**src/rtl/mac_seq_pkg.sv**
```systemverilog
// Shared types and default widths for the MAC dot-product sequencer.
package mac_seq_pkg;

    // Sequencer states: wait for start, pulse operands, wait for result, publish
    typedef enum logic [1:0] {
        IDLE  = 2'd0,
        ISSUE = 2'd1,
        WAIT  = 2'd2,
        DONE  = 2'd3
    } state_t;

    localparam int DEF_VEC_LEN     = 8;
    localparam int DEF_A_W         = 8;
    localparam int DEF_B_W         = 8;
    localparam int DEF_ACC_W       = 32;
    localparam int DEF_MAC_TIMEOUT = 64;
    localparam int IDX_W           = $clog2(DEF_VEC_LEN);

endpackage

```
**src/rtl/mac_dot_sequencer_operand_buffer.sv**
```systemverilog
// Dual-vector operand register file: one write port, one combinational read.
// A write to the address being read is forwarded so a load in the same
// cycle as the first read is seen by that read.
module operand_buffer #(
    parameter int VEC_LEN = 8,
    parameter int A_W     = 8,
    parameter int B_W     = 8
) (
    input  logic                       clk,
    input  logic                       wr_en,
    input  logic [$clog2(VEC_LEN)-1:0] wr_addr,
    input  logic [A_W-1:0]             wr_a,
    input  logic [B_W-1:0]             wr_b,
    input  logic [$clog2(VEC_LEN)-1:0] rd_addr,
    output logic [A_W-1:0]             rd_a,
    output logic [B_W-1:0]             rd_b
);

    logic [A_W-1:0] mem_a [VEC_LEN];
    logic [B_W-1:0] mem_b [VEC_LEN];

    // Storage write; contents are deliberately not reset
    always_ff @(posedge clk) begin
        if (wr_en) begin
            mem_a[wr_addr] <= wr_a;
            mem_b[wr_addr] <= wr_b;
        end
    end

    // Read at the requested index with write-first forwarding
    always_comb begin
        rd_a = mem_a[rd_addr];
        rd_b = mem_b[rd_addr];
        if (wr_en && (wr_addr == rd_addr)) begin
            rd_a = wr_a;
            rd_b = wr_b;
        end
    end

endmodule

```
**src/rtl/mac_dot_sequencer.sv**
```systemverilog
// Drives one fixed-point MAC through a VEC_LEN-element dot product, chaining
// each result back as the next c operand, and reports the final sum.
//
// MAC handshake: the MAC has no tready. a/b/c tvalid rise together for exactly
// one cycle (the ISSUE cycle) with registered tdata; a result is accepted only
// while in WAIT, on any cycle where s_axis_result_tvalid is high.
module mac_dot_sequencer
    import mac_seq_pkg::*;
#(
    parameter int VEC_LEN     = DEF_VEC_LEN,
    parameter int A_W         = DEF_A_W,
    parameter int B_W         = DEF_B_W,
    parameter int ACC_W       = DEF_ACC_W,
    parameter int MAC_TIMEOUT = DEF_MAC_TIMEOUT
) (
    input  logic                       aclk,
    input  logic                       areset,
    input  logic                       load_valid,
    input  logic [$clog2(VEC_LEN)-1:0] load_addr,
    input  logic [A_W-1:0]             load_a,
    input  logic [B_W-1:0]             load_b,
    input  logic                       start,
    output logic                       busy,
    output logic                       done,
    output logic [ACC_W-1:0]           dot_result,
    output logic                       timeout_err,
    output logic                       m_axis_a_tvalid,
    output logic [A_W-1:0]             m_axis_a_tdata,
    output logic                       m_axis_b_tvalid,
    output logic [B_W-1:0]             m_axis_b_tdata,
    output logic                       m_axis_c_tvalid,
    output logic [ACC_W-1:0]           m_axis_c_tdata,
    input  logic                       s_axis_result_tvalid,
    input  logic [ACC_W-1:0]           s_axis_result_tdata
);

    localparam int IW = $clog2(VEC_LEN);
    localparam int CW = $clog2(MAC_TIMEOUT + 1);

    state_t          state;
    state_t          state_next;
    logic [IW-1:0]   idx;
    logic [IW-1:0]   idx_next;
    logic [ACC_W-1:0] acc;
    logic [CW-1:0]   tmo_cnt;
    logic            start_ok;
    logic            load_ok;
    logic            res_ok;
    logic            last_elem;
    logic            tmo_hit;
    logic            issue_go;
    logic [A_W-1:0]  rd_a;
    logic [B_W-1:0]  rd_b;

    // Host requests are honoured only when fully idle (busy also covers the
    // cycle after done, so nothing sneaks in while the result is published)
    assign start_ok  = (state == IDLE) && start && !busy;
    assign load_ok   = (state == IDLE) && load_valid && !busy;
    assign res_ok    = (state == WAIT) && s_axis_result_tvalid;
    assign last_elem = (idx == IW'(VEC_LEN - 1));
    assign tmo_hit   = (state == WAIT) && !s_axis_result_tvalid &&
                       (tmo_cnt == CW'(MAC_TIMEOUT - 1));

    // Operands for the upcoming issue are read at the index the sequence moves to
    operand_buffer #(
        .VEC_LEN (VEC_LEN),
        .A_W     (A_W),
        .B_W     (B_W)
    ) u_buf (
        .clk     (aclk),
        .wr_en   (load_ok),
        .wr_addr (load_addr),
        .wr_a    (load_a),
        .wr_b    (load_b),
        .rd_addr (idx_next),
        .rd_a    (rd_a),
        .rd_b    (rd_b)
    );

    // State register
    always_ff @(posedge aclk or posedge areset) begin
        if (areset) begin
            state <= IDLE;
        end else begin
            state <= state_next;
        end
    end

    // Next state, next index and the issue strobe
    always_comb begin
        state_next = state;
        idx_next   = idx;
        issue_go   = 1'b0;
        case (state)
            IDLE: begin
                if (start_ok) begin
                    state_next = ISSUE;
                    idx_next   = '0;
                    issue_go   = 1'b1;
                end
            end
            ISSUE: begin
                state_next = WAIT;
            end
            WAIT: begin
                if (res_ok) begin
                    if (last_elem) begin
                        state_next = DONE;
                    end else begin
                        state_next = ISSUE;
                        idx_next   = idx + IW'(1);
                        issue_go   = 1'b1;
                    end
                end else if (tmo_hit) begin
                    state_next = IDLE;
                end
            end
            DONE: begin
                state_next = IDLE;
            end
            default: begin
                state_next = IDLE;
            end
        endcase
    end

    // Operand stream registers: one-cycle pulse, c is 0 first, then the chained result
    always_ff @(posedge aclk or posedge areset) begin
        if (areset) begin
            m_axis_a_tvalid <= 1'b0;
            m_axis_b_tvalid <= 1'b0;
            m_axis_c_tvalid <= 1'b0;
            m_axis_a_tdata  <= '0;
            m_axis_b_tdata  <= '0;
            m_axis_c_tdata  <= '0;
        end else begin
            m_axis_a_tvalid <= issue_go;
            m_axis_b_tvalid <= issue_go;
            m_axis_c_tvalid <= issue_go;
            if (issue_go) begin
                m_axis_a_tdata <= rd_a;
                m_axis_b_tdata <= rd_b;
                m_axis_c_tdata <= (state == IDLE) ? '0 : s_axis_result_tdata;
            end
        end
    end

    // Index, accumulator, timeout counter and host-facing status
    always_ff @(posedge aclk or posedge areset) begin
        if (areset) begin
            idx         <= '0;
            acc         <= '0;
            tmo_cnt     <= '0;
            busy        <= 1'b0;
            done        <= 1'b0;
            dot_result  <= '0;
            timeout_err <= 1'b0;
        end else begin
            idx  <= idx_next;
            done <= 1'b0;
            if (start_ok) begin
                busy        <= 1'b1;
                timeout_err <= 1'b0;
                acc         <= '0;
            end else if (state == IDLE) begin
                busy <= 1'b0;
            end
            if (state == ISSUE) begin
                tmo_cnt <= '0;
            end else if (state == WAIT) begin
                tmo_cnt <= tmo_cnt + CW'(1);
            end
            if (res_ok) begin
                acc <= s_axis_result_tdata;
            end
            if (tmo_hit) begin
                timeout_err <= 1'b1;
                busy        <= 1'b0;
            end
            if (state == DONE) begin
                dot_result <= acc;
                done       <= 1'b1;
            end
        end
    end

endmodule

```
**config.mk**
```make
export PLATFORM = sky130hd
export DESIGN_NAME = mac_dot_sequencer
export DESIGN_NICKNAME = d
export VERILOG_FILES = /design/src/rtl/mac_seq_pkg.sv /design/src/rtl/mac_dot_sequencer_operand_buffer.sv /design/src/rtl/mac_dot_sequencer.sv
export SDC_FILE = /design/constraint.sdc
export NUM_CORES = 1
export LEC_CHECK = 0
export ABC_CLOCK_PERIOD_IN_PS = 4740
export BUFFER_PORTS_ARGS = -buffer_cell sky130_fd_sc_hd__buf_2
export CAP_MARGIN = 40
export CELL_PAD_IN_SITES_DETAIL_PLACEMENT = 1
export CELL_PAD_IN_SITES_GLOBAL_PLACEMENT = 1
export CORE_ASPECT_RATIO = 1.1
export CORE_UTILIZATION = 30
export DETAILED_ROUTE_END_ITERATION = 10
export PLACE_DENSITY_LB_ADDON = 0.1
export SYNTH_ARGS = -nofsm -noshare
export SYNTH_HDL_FRONTEND = slang
export SYNTH_SLANG_ARGS = --single-unit
```
**constraint.sdc**
```tcl
create_clock -name aclk -period 4.74 [get_ports aclk]
set_clock_uncertainty 0.15 [all_clocks]
set_input_delay 0.237 -clock aclk [delete_from_list [all_inputs] [get_ports aclk]]
set_output_delay 0.237 -clock aclk [all_outputs]
set_load 0.05 [all_outputs]
```
==> results.toml, run 1 <==
[sta]
setup_viol = 0
timing.hold.ws_ns = 0.0910
fin_tns_setup_ns = 0
slew_viol_final = 0
min_period_ns = 3.51
timing.slew.headroom_pct = 43.2
finalCritPeriodShare_pct = 74.1
hold_viol = 0
max_freq_ghz = 0.285
worst_pin_slew_ns = 0.850
rsz0062_at_grt = "false"

[job]
drv_cap = 0

[yosys]
synth_top_area_share_pct = 36.3
synth_area_leaders = "edfxtp_1, dfrtp_1, nand2_1"
ys_seq_area_share_pct = 66.5
synth_seq_cells = 256
synth-async-reset-ratio_pct = 50.0
yosysWarnings = 0
syn_avg_cell_area_sq_um = 12.1
synthFlopType = "edfxtp_1"
synth_cell_types = 48
synth_nets = 940
synth_top_cell_by_area = "edfxtp_1"
syn_inst = 878
synth_edf_count = 128
synth_area_sq_um = 10600

[placement]
portBuffers = 141
place_congestion = 0.697
dp_hpwl_mm = 19.5

[floorplanning]
dieArea_sq_um = 36100
die_h_um = 199
coreArea_sq_um = 34500
std_cell_rows = 71
start_util_pct = 30.7
fp.dieW_um = 181
io_pins = 142

[clocking]
clk_latency_ns = 0.55
cts_buffer_depth = 3
htree_levels = 1
cts_inserted_buffers = 30
cts_root_buffer = "clkbuf_16"
post_cts_resized = 0
cts_tree = "yes"
cts_num_sinks = 256
clk_pin_slew_ns = 0.06
postCtsSetupBuffers = 0

[setup_path]
startpoint_type = "flip-flop"
critical-path-top-delay-family = "simple AND/OR/NAND/NOR gates"
r2r-end = "m_axis_b_tdata[7]"
worstPathArrival_ns = 3.79
required_ns = 5.02
r2r_start = "state[0]"
cp-end-kind = "flip-flop"
crit_chain = "inv_1 > ha_1 > nand2b_1 > nand2_1 > a21bo_4 > inv_8 > xnor2_2 > nand4_2 > nor3_1 > a211oi_1"
crit_path_max_fanout = 42
cp_num_buf_inv = 2
slowest_stage = "nand4_2"
crit_type = "flip-flop to flip-flop"
critical_path.max_stage_delay_ns = 0.57
r2r_setup_slack_ns = 1.23
reg2regPathDepth = 10

[detailed_routing]
drt_pre_antenna_iters = 4
avgRoutedWirePerCell_um = 20.8
via_count = 7567
initialDrtViolationCount = 403
route.detailed.drc = 0
ant_nets = 0
wirelength_mm = 31.8
avgViaCountPerCell = 4.96

[cells_and_area]
antenna_cells = 0
nets = 1127
area_delta_synth_final_pct = 24.8
drive_above_1_share_pct = 25.0

[power]
power_density_nw_per_um2 = 725
vdd_drop_max_uv = 329
finalPower_mw = 9.59
total_leakage_power_nw = 5.55

[global_route]
grt_remaining_overflow = 0
track_usage_pct = 17.8
grt_max_degree = 67
grt_first_pass_wirelength_mm = 49.2
grt_antenna_before_repair = 0
grt_pass1_vias = 8154

[run_status]
status = "finished, final reports clean"

[min_path]
worstHoldPathType = "primary input to asynchronous set/reset pin"
[how the worst max path moves through the flow]
stage	endpoint	depth (start not counted)	from	slack [ns]
4_1_cts	m_axis_b_tdata[3]	10	state[0]	1.20
2_1_floorplan	acc[0]	1	areset	0.94
3_5_place_dp	m_axis_b_tdata[3]	10	state[0]	1.22
5_1_grt	m_axis_b_tdata[3]	10	state[0]	1.01
3_3_place_gp	m_axis_b_tdata[3]	10	state[0]	1.27
6_report	m_axis_b_tdata[7]	10	state[0]	1.23
[final cells by class]
type	instances	area, sq um
Tap cell	438	548
Timing Repair Buffer	216	1430
Fill cell	3764	21200
Inverter	11	53.8
Clock inverter	7	35.0
Multi-Input combinational cell	550	3230
Clock buffer	49	883
Sequential cell	256	7050
[routing by layer]
| layer | GRT usage (%) | part of all wire, % | vias to the layer above |
|---|---|---|---|
| li1 | - | - | 3541 |
| met4 | 4.99 | 1.7 | 0 |
| met5 | 0 | 0 | - |
| met1 | 23.4 | 45 | 3813 |
| met2 | 30.9 | 49 | 176 |
| met3 | 2.34 | 4.0 | 37 |
[cells in the mapped netlist (all sizes together), types with 6 or more instances]
library cell	count
nand2	221
dfrtp	128
edfxtp	128
a21oi	71
clkbuf	39
nand3	36
o21ai	35
mux2	34
a221o	31
nor2	30
buf	22
nand4	17
a22o	16
a221oi	15
inv	10
ha	6
[placed cells by master (no fill, tap or decap), types with 2 or more instances in the layout]
| cell type | count |
|---|---|
| dfrtp_1 | 128 |
| clkbuf_1 | 14 |
| mux2i_1 | 3 |
| buf_2 | 141 |
| clkbuf_16 | 31 |
| nand2_1 | 221 |
| mux2_2 | 33 |
| ha_1 | 6 |
| nand3_1 | 36 |
| a21oi_1 | 50 |
| a221oi_1 | 15 |
| clkinv_1 | 5 |
| and3_1 | 2 |
| inv_1 | 6 |
| nand2b_1 | 4 |
| nand4_1 | 16 |
| inv_6 | 2 |
| a21oi_2 | 20 |
| clkbuf_8 | 4 |
| a22o_1 | 16 |
| clkinv_2 | 3 |
| edfxtp_1 | 128 |
| dlygate4sd3_1 | 50 |
| buf_4 | 22 |
| nor2_1 | 30 |
| nor3b_1 | 2 |
| o22ai_1 | 2 |
| a221o_1 | 31 |
| a21o_1 | 3 |
| a31oi_1 | 3 |
| nor3_2 | 2 |
| o21ai_0 | 35 |
| xnor2_1 | 3 |
[cells by family after synthesis]
kind of cell	synth area share (%)
compound gates	12.5
xor+xnor	0.485
fa+ha+maj	0.709
buf+inv	3.17
flops	66.5
mux	3.93
simple gates	12.6
[worst min-delay path, cell delays in order]
cell,delay (ns)
dlygate4sd3_1,0.53
buf_2,0.15
inv_6,0.28
[report_power, final]
part,internal [mW],leakage [nW],switching [mW]
logic,1.20,2.32,3.10
clock network,1.26,0.448,0.897
registers,2.85,2.78,0.279
[flip-flops by register name, summed over array words and instances, names as in the netlist]
name and flops:
dot_result 32, m_axis_c_tdata 32, u_buf.mem_a 64, busy 1
done 1, m_axis_c_tvalid 1, state 2, u_buf.mem_b 64
m_axis_b_tdata 8, acc 32, timeout_err 1, idx 3
tmo_cnt 7, m_axis_a_tdata 8
[per-stage QoR]
step	instance area, sq um	utilization, %	setup slack [ns]	cells
after global routing	13200	38.4	1.01	1527
after CTS	13200	38.4	1.20	1527
after global placement	11700	34.1	1.27	1418
after detailed placement	11800	34.2	1.22	1421
after floorplan	10600	-	0.940	878
final	13200	38.4	1.23	1527
[what timing repair did]
item | in CTS | in global routing
setup endpoints to repair | 0 | 0
endpoints found under the hold margin | 305 | 0
hold buffers | 50 | 0
No activity file was read; power rests on OpenSTA's default activity.
==> run 2: changes to the inputs <==
Settings changed: ABC_CLOCK_PERIOD_IN_PS 4740 to 3100.
Clock period 4.74 ns to 3.1 ns, I/O delays scaled along.
==> run 2 against run 1 <==
Compared with the run above: utilization rose by 0.60 points; setup slack worse by 0.98 ns; first-iteration DRC count is 12% lower; sequential share of layout area down 0.82 points; via count rose by 0.45%; non-clock buffer count is 16 higher; fmax up 23%; die area unchanged; sequential power grew 52%; total power is 56% higher; hold slack worse by 0.053 ns; register-to-register slack worse by 0.98 ns; critical path type unchanged.
==> results.toml, run 2 (synthesis results as in run 1) <==
[run_status]
status = "finished, final reports clean"

[detailed_routing]
drt_pre_antenna_iters = 4
via_count = 7601
avgRoutedWirePerCell_um = 20.4
avgViaCountPerCell = 4.93
route.detailed.drc = 0
ant_nets = 0
wirelength_mm = 31.5
initialDrtViolationCount = 356

[global_route]
grt_first_pass_wirelength_mm = 49.2
grt_max_degree = 70
grt_antenna_before_repair = 0
track_usage_pct = 17.7
grt_remaining_overflow = 0
grt_pass1_vias = 8048

[cells_and_area]
reg_top3 = "u_buf.mem_a: 64 flops, u_buf.mem_b: 64 flops"
fillCellCount = 3734
multiInputGateArea_sq_um = 3230
nets = 1143
layout.cells.non_filler = 1543
final_common_cell = "nand2_1"
drive_above_1_share_pct = 27.0
area_delta_synth_final_pct = 26.8
antenna_cells = 0
final_cell_mix = "nand2_1, buf_2, dfrtp_1, edfxtp_1, dlygate4sd3_1"
fin_area_sq_um = 13400
seq_area_sq_um = 7050

[setup_path]
startpoint_type = "flip-flop"
cp-end-kind = "flip-flop"
r2r-end = "m_axis_a_tdata[6]"
crit_path_max_fanout = 24
crit_type = "flip-flop to flip-flop"
r2r_setup_slack_ns = 0.25
r2r_start = "state[1]"
required_ns = 3.44
worstPathArrival_ns = 3.19
reg2regPathDepth = 11

[sta]
setup_viol = 0
min_period_ns = 2.85
slew_viol_final = 0
worst_pin_slew_ns = 0.677
setup_ws_ns = 0.246
fin_tns_setup_ns = 0
timing.slew.headroom_pct = 54.9
hold_viol = 0
max_freq_ghz = 0.350
rsz0062_at_grt = "false"
finalCritPeriodShare_pct = 92.1

[power]
vdd_drop_max_uv = 513
p_int_mw = 8.29
total_leakage_power_nw = 5.66
finalPower_mw = 14.9
power_density_nw_per_um2 = 1110
clockPowerShare_pct = 22.9
power.share.switching_pct = 44.5
seqPwrFrac_pct = 31.9
p_sw_mw = 6.65
power_frac_comb_pct = 45.2

[placement]
place_worst_setup_slack_ns = 0.201
portBuffers = 141
dp_hpwl_mm = 19.7
place_inst = 1434
placed_cell_area_sq_um = 11900
place_congestion = 0.720

[min_path]
holdPathEnd = "busy"
hp-start = "start"
worstHoldPathCells = 5
worstHoldPathType = "primary input to flip-flop"

[floorplanning]
fp.dieW_um = 181
coreArea_sq_um = 34500
io_pins = 142
dieArea_sq_um = 36100
std_cell_rows = 71
start_util_pct = 30.7
die_h_um = 199

[clocking]
cts_buffer_depth = 3
cts_root_buffer = "clkbuf_16"
cts_inserted_buffers = 30
cts_num_sinks = 256
clk_latency_ns = 0.56
htree_levels = 1
clk_pin_slew_ns = 0.06
cts_tree = "yes"

[job]
drv_cap = 0
run 2: cell types whose count changed in the layout (fill, tap and decap cells not counted), sizes merged:
cell | previous run | this run
clkinvlp | 0 | 3
buf | 166 | 181
inv | 10 | 12
dlygate4sd3 | 50 | 51
clkbuf | 49 | 44
run 2: stage by stage:
step | hold slack, ns | utilization [%]
after floorplan | 0.104 | -
after global placement | 0.208 | 34.5
final | 0.0381 | 39.0
after CTS | 0.0213 | 38.9
after detailed placement | -0.0749 | 34.6
after global routing | 0.0530 | 39.0
run 2: how the worst max path moves through the flow:
stage | cells past startpoint | slack [ns] | to | from
4_1_cts | 9 | 0.19 | m_axis_b_tdata[7] | state[0]
5_1_grt | 11 | 0.04 | m_axis_a_tdata[2] | state[0]
3_3_place_gp | 11 | 0.17 | m_axis_a_tdata[6] | state[1]
3_5_place_dp | 9 | 0.20 | m_axis_b_tdata[7] | state[0]
2_1_floorplan | 6 | 0.39 | u_buf.mem_a[7][0] | state[0]
6_report | 11 | 0.25 | m_axis_a_tdata[6] | state[1]
run 2: what timing repair did:
action	4_1_cts	5_1_grt
setup buffers	0	2
endpoints found under the hold margin	340	0
hold buffers	51	0
setup endpoints to repair	0	3
resized for setup	0	1
run 2: cell type report:
| class | count | share of cell area [%] |
|---|---|---|
| Multi-Input combinational cell | 550 | 24.0 |
| Tap cell | 438 | 4.08 |
| Sequential cell | 256 | 52.5 |
| Clock inverter | 12 | 0.634 |
| Clock buffer | 44 | 6.58 |
| Timing Repair Buffer | 232 | 11.8 |
| Inverter | 11 | 0.391 |
run 2: metal layers:
layer,track usage (%),routed length (um),vias to the layer above
li1,-,-,3574
met4,3.74,446,0
met3,2.38,1270,31
met2,30.9,15500,171
met1,23.3,14300,3825
met5,0,0,-
run 2: power groups by stage:
| stage | Sequential, mW | Clock [mW] | Combinational [mW] |
|---|---|---|---|
| after floorplan | 6.49 | 0 | 3.12 |
| after global placement | 4.83 | 0 | 6.73 |
| after detailed placement | 4.85 | 0 | 6.77 |
| after CTS | 4.79 | 3.53 | 6.84 |
| after global routing | 4.87 | 3.66 | 7.30 |
| final | 4.77 | 3.41 | 6.76 |
run 2: critical path, cell delays in order, from the launching register on:
cell and delay [ns]:
dfrtp_1 0.41, inv_1 0.11, ha_1 0.23, nand3b_1 0.28, nand3_1 0.27, buf_4 0.37, buf_4 0.27, a22o_1 0.16
a221oi_1 0.07, a21oi_1 0.19, nand4_1 0.14, a21oi_2 0.13
